`config.mk`:
```
export PLATFORM = sky130hd
export DESIGN_NAME = pc_fetch_unit
export DESIGN_NICKNAME = d
export VERILOG_FILES = /design/src/rtl/cpu_pkg.sv /design/src/rtl/sync_fifo.sv /design/src/rtl/pc_fetch_unit.sv
export SDC_FILE = /design/constraint.sdc
export NUM_CORES = 1
export LEC_CHECK = 0
export BUFFER_PORTS_ARGS = -buffer_cell sky130_fd_sc_hd__buf_2
export CORE_MARGIN = 4
export CORE_UTILIZATION = 30
export DETAILED_ROUTE_END_ITERATION = 12
export HOLD_SLACK_MARGIN = 0.08
export PLACE_DENSITY = 0.58
export SYNTH_ARGS = -nofsm -noshare
export SYNTH_HDL_FRONTEND = slang
export SYNTH_SLANG_ARGS = --single-unit
```
`constraint.sdc`:
```
create_clock -name clk -period 4.33 [get_ports clk]
set_input_delay 0.2165 -clock clk [delete_from_list [all_inputs] [get_ports clk]]
set_output_delay 0.2165 -clock clk [all_outputs]
set_load 0.005 [all_outputs]
```
`src/rtl/cpu_pkg.sv`:
```
// cpu_pkg: shared CPU defaults and the fetch-unit state encoding.
//   CPU_ADDR_W   - default instruction-address width
//   CPU_INSTR_W  - default instruction width
//   CPU_RESET_PC - default reset program counter
//   fetch_state_e - IDLE / RUN / HALTED fetch FSM states
package cpu_pkg;
    localparam int CPU_ADDR_W   = 16;
    localparam int CPU_INSTR_W  = 16;
    localparam int CPU_RESET_PC = 0;
    typedef enum logic [1:0] {IDLE, RUN, HALTED} fetch_state_e;
endpackage

```
`src/rtl/sync_fifo.sv`:
```
// sync_fifo: single-clock FIFO with synchronous flush.
//   clk, rst_n - clock, asynchronous active-low reset
//   flush      - empty the FIFO at the next edge (wins over push/pop)
//   push, din  - write strobe and data
//   pop        - read strobe; dout always shows the head entry
//   full, empty, count - occupancy status, all derived from registers
module sync_fifo #(
    parameter int W     = 8,
    parameter int DEPTH = 2
) (
    input  logic                   clk,
    input  logic                   rst_n,
    input  logic                   flush,
    input  logic                   push,
    input  logic [W-1:0]           din,
    input  logic                   pop,
    output logic [W-1:0]           dout,
    output logic                   full,
    output logic                   empty,
    output logic [$clog2(DEPTH):0] count
);
    localparam int AW = $clog2(DEPTH);
    logic [W-1:0]  mem_q [DEPTH];
    logic [AW-1:0] wr_q, wr_d, rd_q, rd_d;
    logic [AW:0]   cnt_q, cnt_d;
    always_comb begin
        wr_d  = flush ? '0 : wr_q + AW'(push);
        rd_d  = flush ? '0 : rd_q + AW'(pop);
        cnt_d = flush ? '0 : cnt_q + (AW+1)'(push) - (AW+1)'(pop);
    end
    always_ff @(posedge clk or negedge rst_n) begin
        if (!rst_n) begin
            wr_q  <= '0;
            rd_q  <= '0;
            cnt_q <= '0;
        end else begin
            wr_q  <= wr_d;
            rd_q  <= rd_d;
            cnt_q <= cnt_d;
        end
    end
    always_ff @(posedge clk) begin
        if (push && !flush) mem_q[wr_q] <= din;
    end
    assign dout  = mem_q[rd_q];
    assign full  = cnt_q == (AW+1)'(DEPTH);
    assign empty = cnt_q == '0;
    assign count = cnt_q;
endmodule

```
`src/rtl/pc_fetch_unit.sv`:
```
// pc_fetch_unit: program counter plus instruction fetch with buffering.
//   clk, rst_n                 - clock, asynchronous active-low reset
//   redirect_valid/redirect_pc - load new PC, flush buffer and in-flight fetches
//   halt                       - level; stops new fetch issue
//   imem_req/addr/gnt          - request side of the instruction-memory port
//   imem_rvalid/rdata          - in-order response side
//   instr_valid/ready/instr/instr_pc - buffered instruction to decode
//   outstanding                - fetches in flight that will be kept
module pc_fetch_unit
    import cpu_pkg::*;
#(
    parameter int                ADDR_W    = CPU_ADDR_W,
    parameter int                INSTR_W   = CPU_INSTR_W,
    parameter logic [ADDR_W-1:0] RESET_PC  = ADDR_W'(CPU_RESET_PC),
    parameter int                BUF_DEPTH = 2
) (
    input  logic                         clk,
    input  logic                         rst_n,
    input  logic                         redirect_valid,
    input  logic [ADDR_W-1:0]            redirect_pc,
    input  logic                         halt,
    output logic                         imem_req,
    output logic [ADDR_W-1:0]            imem_addr,
    input  logic                         imem_gnt,
    input  logic                         imem_rvalid,
    input  logic [INSTR_W-1:0]           imem_rdata,
    output logic                         instr_valid,
    input  logic                         instr_ready,
    output logic [INSTR_W-1:0]           instr,
    output logic [ADDR_W-1:0]            instr_pc,
    output logic [$clog2(BUF_DEPTH):0]   outstanding
);
    localparam int STEP = INSTR_W / 8;
    localparam int CW   = $clog2(BUF_DEPTH) + 1;
    localparam int SW   = CW + 2;

    fetch_state_e              state_q, state_d;
    logic [ADDR_W-1:0]         pc_q, pc_d;
    logic [CW-1:0]             outst_q, outst_d, drop_q, drop_d;
    logic [CW-1:0]             occ, tag_cnt;
    logic                      fire, rsp_keep, buf_push, buf_pop;
    logic                      buf_empty, buf_full, tag_full, tag_empty;
    logic [ADDR_W-1:0]         tag;
    logic [INSTR_W+ADDR_W-1:0] buf_dout;

    // Every slot that a kept or dropped response could still claim counts
    // against the buffer, so a granted fetch always has room to land.
    assign imem_req = state_q == RUN && !halt &&
                      (SW'(occ) + SW'(outst_q) + SW'(drop_q) < SW'(BUF_DEPTH));
    assign fire     = imem_req && imem_gnt;
    assign rsp_keep = imem_rvalid && drop_q == '0;
    assign buf_push = rsp_keep && !redirect_valid;
    assign buf_pop  = !buf_empty && instr_ready && !redirect_valid;

    always_comb begin
        state_d = (state_q == IDLE) ? RUN :
                  (state_q == RUN)  ? ((halt && !redirect_valid) ? HALTED : RUN) :
                  (redirect_valid || !halt) ? RUN : HALTED;
        pc_d    = redirect_valid ? (redirect_pc & ~ADDR_W'(STEP - 1)) :
                  fire           ? pc_q + ADDR_W'(STEP) : pc_q;
        outst_d = redirect_valid ? '0 : outst_q + CW'(fire) - CW'(rsp_keep);
        // On redirect everything still in flight becomes a drop; a response
        // arriving now retires one of them whichever counter it belonged to.
        drop_d  = redirect_valid ? drop_q + outst_q + CW'(fire) - CW'(imem_rvalid) :
                                   drop_q - CW'(imem_rvalid && drop_q != '0);
    end

    always_ff @(posedge clk or negedge rst_n) begin
        if (!rst_n) begin
            state_q <= IDLE;
            pc_q    <= RESET_PC;
            outst_q <= '0;
            drop_q  <= '0;
        end else begin
            state_q <= state_d;
            pc_q    <= pc_d;
            outst_q <= outst_d;
            drop_q  <= drop_d;
        end
    end

    // Tags are never flushed: dropped responses still pop their own tag.
    sync_fifo #(.W(ADDR_W), .DEPTH(BUF_DEPTH)) u_tag_fifo (
        .clk   (clk),
        .rst_n (rst_n),
        .flush (1'b0),
        .push  (fire),
        .din   (pc_q),
        .pop   (imem_rvalid),
        .dout  (tag),
        .full  (tag_full),
        .empty (tag_empty),
        .count (tag_cnt)
    );

    sync_fifo #(.W(INSTR_W + ADDR_W), .DEPTH(BUF_DEPTH)) u_instr_buf (
        .clk   (clk),
        .rst_n (rst_n),
        .flush (redirect_valid),
        .push  (buf_push),
        .din   ({imem_rdata, tag}),
        .pop   (buf_pop),
        .dout  (buf_dout),
        .full  (buf_full),
        .empty (buf_empty),
        .count (occ)
    );

    assign imem_addr   = pc_q;
    assign instr_valid = !buf_empty;
    assign instr       = instr_valid ? buf_dout[INSTR_W+ADDR_W-1 -: INSTR_W] : '0;
    assign instr_pc    = instr_valid ? buf_dout[ADDR_W-1:0] : '0;
    assign outstanding = outst_q;

    always_ff @(posedge clk) begin
        if (rst_n) begin
            assert (!(buf_push && buf_full && !buf_pop));
            assert (!(fire && tag_full && !imem_rvalid));
            assert (!(imem_rvalid && tag_empty));
            assert (tag_cnt == outst_q + drop_q);
        end
    end
endmodule

```
==> results of run 1 <==
==> layout make-up <==
cell class | instances | share of cell area
inverter | 20 | 0.0113
sequential | 119 | 0.516
timing repair buffer | 122 | 0.116
multi-input combinational | 205 | 0.223
clock inverter | 15 | 0.0276
tap | 220 | 0.0413
clock buffer | 17 | 0.0639
==> power groups by stage <==
stage	sequential, mW	clock [mW]	combinational [mW]
after CTS	1.52	1.46	0.671
after global routing	1.53	1.52	0.750
after detailed placement	1.54	0	0.644
final	1.51	1.43	0.653
after floorplan	1.46	0	0.492
after global placement	1.53	0	0.628
==> worst max-delay path by stage <==
stage | endpoint | depth (start not counted)
after global placement | u_tag_fifo.mem_q[1][11] | 8
after CTS | u_tag_fifo.mem_q[1][2] | 8
after global routing | u_tag_fifo.mem_q[1][14] | 8
after floorplan | u_instr_buf.mem_q[0][10] | 3
final | u_tag_fifo.mem_q[0][12] | 8
after detailed placement | u_tag_fifo.mem_q[1][4] | 8
==> kinds of logic (layout without fill, tap and decap cells) <==
kind of cell / count (synthesis) / count (layout) / share of synthesized area
fa+ha+maj: 14 / 14 / 0.0374
xor+xnor: 16 / 16 / 0.0276
other cells: 1 / 2 / 0.000738
buf+inv: 40 / 174 / 0.0328
mux: 51 / 51 / 0.104
compound gates: 23 / 23 / 0.0283
flops: 119 / 119 / 0.677
simple gates: 99 / 99 / 0.0921
==> sequential cells by signal, indices dropped and copies added (netlist names) <==
signal / cells
outstanding: 2
state_q: 2
u_instr_buf.count: 2
u_tag_fifo.mem_q: 30
u_instr_buf.wr_q: 1
imem_addr: 15
u_tag_fifo.rd_q: 1
drop_q: 2
u_tag_fifo.wr_q: 1
u_instr_buf.mem_q: 62
u_instr_buf.rd_q: 1
==> metrics by stage <==
step / hold slack, ns / total power, mW / util / cell area (sq um)
2_1_floorplan: -0.0791 / 1.96 / - / 5080
3_5_place_dp: 0.292 / 2.18 / 0.346 / 5740
5_1_grt: 0.0946 / 3.80 / 0.402 / 6660
3_3_place_gp: 0.281 / 2.16 / 0.346 / 5740
4_1_cts: 0.0806 / 3.65 / 0.402 / 6660
6_report: 0.0977 / 3.59 / 0.402 / 6660
==> cells in the mapped netlist, types with 6 or more instances <==
library cell,n
nor2b_1,6
nor2_1,47
o21ai_0,10
edfxtp_1,92
xnor2_1,11
clkbuf_1,11
ha_1,12
nand2_1,17
nor4_1,6
mux2_2,15
dfrtp_1,27
inv_1,20
mux2i_1,36
==> worst reg2reg max path: stages, from the launching register on <==
cell and delay (ns):
dfrtp_1 0.42, inv_1 0.09, fa_1 0.50, inv_1 0.04, ha_1 0.18, or4b_4 0.54, or3_1 0.47, inv_1 0.16
ha_1 0.63
==> layer usage <==
metal | routed length (microns) | vias up
li1 | - | 1551
met1 | 4610 | 1537
met2 | 5140 | 77
met3 | 491 | 13
met4 | 173 | 0
met5 | 0 | -
==> repair_timing <==
item / in CTS / in global routing
buffers inserted: 0 / 0
hold endpoints to repair: 73 / 0
endpoints found under the setup margin: 0 / 0
gates resized for setup: 0 / 0
hold buffers: 31 / 0
==> results.json, run 1 <==
{
  "tightest_slew_ns": 0.985,
  "p_int_mw": 2.66,
  "ys_seq_area_frac": 0.677,
  "synth_edf_count": 92,
  "crit_family": "adder cells",
  "fin_crit_sh": 0.785,
  "critPathRequiredTime_ns": 4.36,
  "routed_wl_mm": 10.4,
  "busiest_layer": "met2",
  "regArea_sq_um": 3440,
  "first_iter_violations": 158,
  "cts_tree": "built",
  "netlist_top_cells_area": "edfxtp_1 54%, dfrtp_1 13%, mux2i_1 7.1%",
  "htreeDepth": 4,
  "synth_cell_types": 39,
  "gr-usage-met1": 0.134,
  "yosys_register_bits": 119,
  "critPathSlowestCell": "ha_1",
  "reg2reg_depth": 8,
  "powerDensity_nw_per_um2": 540,
  "gp_congestion": 0.804,
  "dp_cells": 655,
  "multiInputGateArea_sq_um": 1490,
  "path_buf_inv": 3,
  "clock_latency_ns": 0.40,
  "gr-usage-met3": 0.0418,
  "grt_pass1_vias": 3388,
  "syn_area_sq_um": 5080,
  "reg2reg_slack_ns": 0.93,
  "critPathMaxFanout": 15,
  "fmaxAchievable_ghz": 0.294,
  "hold_path_class": "in2reg",
  "p_sw_mw": 0.938,
  "min_period_ns": 3.40,
  "grt.overflow.total": 0,
  "r2r_end": "u_tag_fifo.mem_q[0][12]",
  "fin_cells": 718,
  "cts_made_buffers": 17,
  "grt_setup_unrepaired": "no",
  "post-dp-hpwl_mm": 7.08,
  "switching_share": 0.261,
  "fin_ws_ns": 0.932,
  "status": "finished, final reports clean",
  "nets": 538,
  "io_pins": 91,
  "grt_max_degree": 39,
  "ys_async_sr_fraction": 0.227,
  "cts-root-buf": "clkbuf_16",
  "layout_common_cells": "92 x edfxtp_1, 87 x buf_2, 46 x nor2_1, 36 x mux2i_1, 31 x dlygate4sd3_1",
  "drc": 0,
  "ir_worst_vdd_v": 0.000291,
  "syn_inst": 363,
  "tns_ns": 0,
  "min-delay-start": "redirect_pc[8]",
  "die_area_sq_um": 19100,
  "insertedDiodeCount": 0,
  "holdPathStages": 3,
  "grtUsageMet2": 0.189,
  "clkPwrFrac": 0.397,
  "drive_gt1_frac": 0.285,
  "p_comb_frac": 0.182,
  "start_util": 0.306,
  "grt_pass1_wl_mm": 17.1,
  "synth_top_flop_cell": "edfxtp_1",
  "ys_warn_count": 0,
  "path_common_cell": "inv_1",
  "cp-end-kind": "register",
  "dr.pass1.iters": 4,
  "max_slew_margin": 0.343,
  "postSynthAreaPerCell_sq_um": 14.0,
  "slew_violations": 0,
  "clk_pin_slew_worst_paths_ns": 0.06,
  "antenna_found_initial": 0,
  "final_common_cell": "edfxtp_1",
  "detail_route.wl_per_cell_microns": 14.5,
  "areaGrowthSynthToFinish_pct": 31.1,
  "critPathKind": "reg2reg",
  "core_sq_um": 16600,
  "cap_viol_max_count": 0,
  "arrival_ns": 3.43,
  "hold_path_end": "imem_addr[8]",
  "r2r-start": "drop_q[1]",
  "cts_buffer_depth": 2,
  "pwr-share-seq": 0.421,
  "vias_per_cell": 4.43,
  "num_vias": 3178,
  "io_buffers": 87,
  "critPathLaunchType": "register",
  "cts.sinks": 119,
  "synth_top_cell_by_area": "edfxtp_1",
  "hold_viol": 0,
  "skew_ns": 0.00856,
  "final_antenna_net_count": 0,
  "crit_start": "drop_q[1]",
  "cp_cell_sequence": "inv_1 > fa_1 > inv_1 > ha_1 > or4b_4 > or3_1 > inv_1 > ha_1",
  "synth_top_area_frac": 0.544,
  "p_leak_nw": 2.62,
  "place_ws_ns": 0.888,
  "grt_util_all_layers": 0.114,
  "row_count": 47,
  "dieHeight_microns": 138,
  "nFillCells": 1593,
  "fp.dieW_microns": 138,
  "slowest_delay_ns": 0.62,
  "finalSetupViolCount": 0
}
Power figures use the tool's default switching activity.
==> run 2, diff against run 1 <==
PLACE_DENSITY = 0.6   (was 0.58)
clock period = 3.1 ns   (was 4.33 ns; I/O delays follow)
==> run 2 against run 1 <==
- die area unchanged
- global-route usage rose by 0.26 points
- clock power rose by 31%
- sequential power grew 40%
- largest power group unchanged
- highest routed layer unchanged
==> results.json, run 2 (same netlist as run 1, synthesis figures left out) <==
{
  "nets": 549,
  "clock_latency_ns": 0.40,
  "post-dp-hpwl_mm": 7.08,
  "cp_cell_sequence": "inv_2 > fa_1 > inv_1 > ha_2 > or4b_4 > or3_4 > buf_4 > inv_2 > fa_1 > xor2_1 > xnor2_1 > a21oi_1",
  "htreeDepth": 4,
  "cts_made_buffers": 17,
  "tns_ns": 0,
  "finalSetupViolCount": 0,
  "drive_gt1_frac": 0.310,
  "io_buffers": 87,
  "slowest_delay_ns": 0.53,
  "status": "finished, final reports clean",
  "cts.sinks": 119,
  "cap_viol_max_count": 0,
  "final_antenna_net_count": 0,
  "vias_per_cell": 4.52,
  "cp-end-kind": "register",
  "fp.dieW_microns": 138,
  "start_util": 0.306,
  "finalInstanceArea_sq_um": 6790,
  "critPathMaxFanout": 5,
  "clk_pin_slew_worst_paths_ns": 0.06,
  "detail_route.wl_per_cell_microns": 14.4,
  "max_slew_margin": 0.327,
  "row_count": 47,
  "final_common_cell": "edfxtp_1",
  "gp_congestion": 0.786,
  "largest_reg_flops": 62,
  "cts_buffer_depth": 2,
  "fmaxAchievable_ghz": 0.337,
  "die_area_sq_um": 19100,
  "cts_tree": "built",
  "insertedDiodeCount": 0,
  "num_vias": 3295,
  "grt_util_all_layers": 0.116,
  "dr.pass1.iters": 4,
  "slew_violations": 0,
  "skew_ns": 0.00914,
  "critPathLaunchType": "register",
  "grt_pass1_vias": 3513,
  "antenna_found_initial": 0,
  "grt_pass1_wl_mm": 17.6,
  "critPathRequiredTime_ns": 3.35,
  "grt_max_degree": 39,
  "p_leak_nw": 2.67,
  "tightest_slew_ns": 1.01,
  "fin_cells": 729,
  "areaGrowthSynthToFinish_pct": 33.6,
  "arrival_ns": 3.22,
  "grt.overflow.total": 0,
  "critPathKind": "reg2reg",
  "powerDensity_nw_per_um2": 738,
  "io_pins": 91,
  "ir_worst_vdd_v": 0.000447,
  "dp_cells": 663,
  "grt_setup_unrepaired": "yes",
  "critPathSlowestCell": "fa_1",
  "fin_crit_sh": 0.957,
  "drc": 0,
  "nFillCells": 1587,
  "core_sq_um": 16600,
  "dieHeight_microns": 138,
  "layout_common_cells": "92 x edfxtp_1, 87 x buf_2, 46 x nor2_1, 36 x mux2i_1, 34 x dlygate4sd3_1",
  "placed_cell_area_sq_um": 5830,
  "cts-root-buf": "clkbuf_16",
  "hold_ws_ns": 0.162,
  "routed_wl_mm": 10.5,
  "min_period_ns": 2.97,
  "hold_path_class": "in2reg",
  "hold_viol": 0,
  "largest_register": "u_instr_buf.mem_q",
  "first_iter_violations": 119
}
run 2: cell count changes in the layout (fill, tap and decap cells not counted), sizes merged:
| cell | delta |
|---|---|
| buf | +8 |
| inv | -1 |
| dlygate4sd3 | +3 |
| bufinv | -2 |
| clkinv | -1 |
| clkinvlp | -1 |
| clkbuf | +5 |
run 2: final timing paths:
| check | slack [ns] | cells past startpoint | start | end |
|---|---|---|---|---|
| max in group asynchronous | 2.31 | 2 | rst_n | u_instr_buf.rd_q |
| worst max register to register | 0.13 | 12 | outstanding[1] | drop_q[1] |
| min in group asynchronous | 0.32 | 2 | rst_n | u_instr_buf.count[0] |
| worst min-delay path | 0.16 | 4 | instr_ready | u_instr_buf.rd_q |
| worst min register to register | 0.53 | 1 | state_q[1] | state_q[1] |
| worst max-delay path | 0.13 | 12 | outstanding[1] | drop_q[1] |
run 2: area by class of cell:
type,instances,area (sq um),area share
Multi-Input combinational cell,205,1530,0.226
Tap cell,220,275,0.0405
Timing Repair Buffer,133,891,0.131
Sequential cell,119,3440,0.507
Inverter,20,75.1,0.0111
Clock inverter,10,101,0.0149
Clock buffer,22,474,0.0698
run 2: repair_timing:
action | 4_1_cts | 5_1_grt
hold endpoints to repair | 77 | 0
endpoints found under the setup margin | 0 | 20
setup buffers | 0 | 0
resized for setup | 0 | 9
hold buffers | 34 | 0
run 2: critical path: cells and delay by family (launching register included):
kind / cells / cell delay (ns)
AOI/OAI and AO/OA: 1 / 0.08
xor gates and xnor gates: 2 / 0.31
DFF: 1 / 0.35
buffers and inverters: 4 / 0.34
and+or+nand+nor: 2 / 0.84
adders and majority gates: 3 / 0.89
run 2: metal layers:
metal,part of all wire,GRT usage
met1,0.44,0.137
met2,0.49,0.196
met3,0.042,0.0342
met4,0.027,0.0562
met5,0,0
run 2: per-stage QoR:
| stage | utilization | worst slack [ns] | total power [mW] |
|---|---|---|---|
| after floorplan | - | -0.0762 | 2.73 |
| after global placement | 0.352 | 0.0939 | 3.08 |
| after detailed placement | 0.352 | 0.0342 | 3.12 |
| after CTS | 0.407 | 0.0142 | 5.05 |
| after global routing | 0.409 | -0.0338 | 5.32 |
| final | 0.409 | 0.134 | 5.01 |
run 2: report_power, final:
group | switching, mW | leakage, nW | internal, mW
sequential | 0.178 | 1.15 | 1.94
combinational | 0.505 | 1.23 | 0.526
clock | 0.633 | 0.287 | 1.23
==> run 3, diff against run 2 <==
CORE_MARGIN = 3   (was 4)
RECOVER_POWER = 25   (was unset)
==> run 3 against run 2 <==
- the run now ends with capacitance limit, slew limit left
- total power is 0.17% higher
- largest power group unchanged
- sequential power about the same
- hold slack better by 0.013 ns
- die area shrank 2.9%
- highest routed layer unchanged
- setup slack got worse by 0.027 ns
- clock skew is 0.0033 ns lower
- global-route usage increased by 0.22 points
- final area shrank 0.37%
- critical endpoint is now outstanding[1]
- combinational power is essentially flat
- first-iteration DRC count up 66%
- critical path depth did not move
==> results.json, run 3 (same netlist as run 1, synthesis figures left out) <==
{
  "status": "finished with violations",
  "violations": "capacitance limit, slew limit",
  "first_iter_violations": 198,
  "tns_ns": 0,
  "final_core_util": 0.417,
  "insertedDiodeCount": 0,
  "grt.overflow.total": 0,
  "p_int_mw": 3.59,
  "powerDensity_nw_per_um2": 742,
  "cts_made_buffers": 17,
  "nFillCells": 1544,
  "min_period_ns": 2.99,
  "postCtsSetupBuffers": 0,
  "fp.dieW_microns": 136,
  "max_slew_margin": -0.0292,
  "cts-root-buf": "clkbuf_16",
  "routed_wl_mm": 10.5,
  "largest_reg_flops": 62,
  "layout_common_cells": "92 x edfxtp_1, 74 x buf_2, 46 x nor2_1, 36 x mux2i_1, 34 x dlygate4sd3_1",
  "grt_setup_unrepaired": "yes",
  "routed.top_layer": "met4",
  "num_vias": 3224,
  "clkPwrFrac": 0.375,
  "m1WireLength_mm": 4.49,
  "switching_share": 0.285,
  "place_ws_ns": 0.0648,
  "arrival_ns": 3.26,
  "multiInputGateArea_sq_um": 1520,
  "drive_gt1_frac": 0.289,
  "critPathLaunchType": "register",
  "cap_viol_max_count": 1,
  "dieHeight_microns": 136,
  "p_sw_mw": 1.43,
  "final_common_cell": "edfxtp_1",
  "start_util": 0.313,
  "io_buffers": 87,
  "critPathKind": "reg2reg",
  "tightest_slew_ns": 1.54,
  "grt_pass1_wl_mm": 16.8,
  "p_leak_nw": 2.62,
  "route.met3.wl_microns": 685,
  "largest_register": "u_instr_buf.mem_q",
  "areaGrowthSynthToFinish_pct": 33.2,
  "grt_max_degree": 39,
  "fmaxAchievable_ghz": 0.334,
  "grt_pass1_vias": 3340,
  "fin_ws_ns": 0.106,
  "critPathRequiredTime_ns": 3.36,
  "grt_util_all_layers": 0.119,
  "fin_crit_sh": 0.966,
  "critPathMaxFanout": 2,
  "dr.pass1.iters": 4,
  "power_mw": 5.02,
  "finalInstanceArea_sq_um": 6760,
  "finalSetupViolCount": 0,
  "vias_per_cell": 4.45,
  "dp_cells": 659,
  "slew_violations": 28,
  "cp-end-kind": "register",
  "cts_buffer_depth": 2,
  "hold_viol": 0,
  "placed_cell_area_sq_um": 5830,
  "detail_route.wl_per_cell_microns": 14.5,
  "cts_tree": "built",
  "post-dp-hpwl_mm": 7.10,
  "nets": 549,
  "regArea_sq_um": 3440,
  "htreeDepth": 4,
  "core_sq_um": 16200,
  "cts.sinks": 119,
  "pwr-share-seq": 0.420,
  "fin_cells": 725,
  "drc": 0,
  "gp_congestion": 0.754,
  "ir_worst_vdd_v": 0.000378,
  "row_count": 46,
  "die_area_sq_um": 18500,
  "final_antenna_net_count": 0,
  "skew_ns": 0.00581,
  "antenna_found_initial": 0,
  "hold_ws_ns": 0.175,
  "hold_path_class": "in2reg",
  "clock_latency_ns": 0.40,
  "io_pins": 91,
  "clk_pin_slew_worst_paths_ns": 0.06,
  "p_comb_frac": 0.205,
  "wl_met2_mm": 5.20
}
==> run 3: cell types whose count changed in the layout (fill, tap and decap cells not counted), moves of 3 or more <==
| cell | delta |
|---|---|
| clkbuf_8 | -3 |
| inv_8 | +4 |
| clkbuf_1 | +10 |
| clkinv_4 | +3 |
| buf_2 | -13 |
| clkinv_2 | -6 |
| inv_6 | +4 |
==> run 3: worst paths after layout <==
| check | start | end | slack, ns | depth (start not counted) |
|---|---|---|---|---|
| worst max-delay path | outstanding[1] | outstanding[1] | 0.11 | 12 |
| worst min-delay path | instr_ready | u_instr_buf.rd_q | 0.18 | 4 |
| worst max register to register | outstanding[1] | outstanding[1] | 0.11 | 12 |
| worst min register to register | state_q[0] | state_q[1] | 0.54 | 1 |
| max in group asynchronous | rst_n | u_instr_buf.rd_q | 1.42 | 2 |
| min in group asynchronous | rst_n | u_instr_buf.count[1] | 0.67 | 2 |
==> run 3: metal layers <==
layer	global-route usage	vias to the layer above
met2	0.203	92
met3	0.0415	14
met4	0.0414	0
li1	-	1572
met1	0.138	1546
met5	0	-
==> run 3: power by group through the flow <==
stage | clock network [mW] | logic [mW] | registers (mW)
6_report | 1.88 | 1.03 | 2.11
3_3_place_gp | 0 | 0.952 | 2.13
3_5_place_dp | 0 | 0.983 | 2.14
4_1_cts | 1.93 | 1.02 | 2.11
5_1_grt | 2.00 | 1.17 | 2.14
2_1_floorplan | 0 | 0.689 | 2.04
==> run 3: cell type report <==
class                      instances  area share
sequential                       119       0.509
multi-input combinational        205       0.224
timing repair buffer             133       0.129
clock buffer                      17      0.0629
tap                              216      0.0400
clock inverter                    15      0.0235
inverter                          20      0.0115
==> run 3: critical path, cell delays in order, from the launching register on <==
cell	delay [ns]
dfrtp_1	0.36
inv_2	0.06
fa_1	0.53
inv_1	0.04
ha_1	0.18
or4b_4	0.48
or3_4	0.34
ha_1	0.28
inv_1	0.04
ha_2	0.17
xnor2_2	0.18
xnor2_1	0.13
nor2_1	0.05
==> run 3: timing repair <==
action / CTS / global route
setup endpoints to repair: 0 / 3
hold buffers: 34 / 0
gates resized for setup: 0 / 8
hold endpoints to repair: 77 / 0
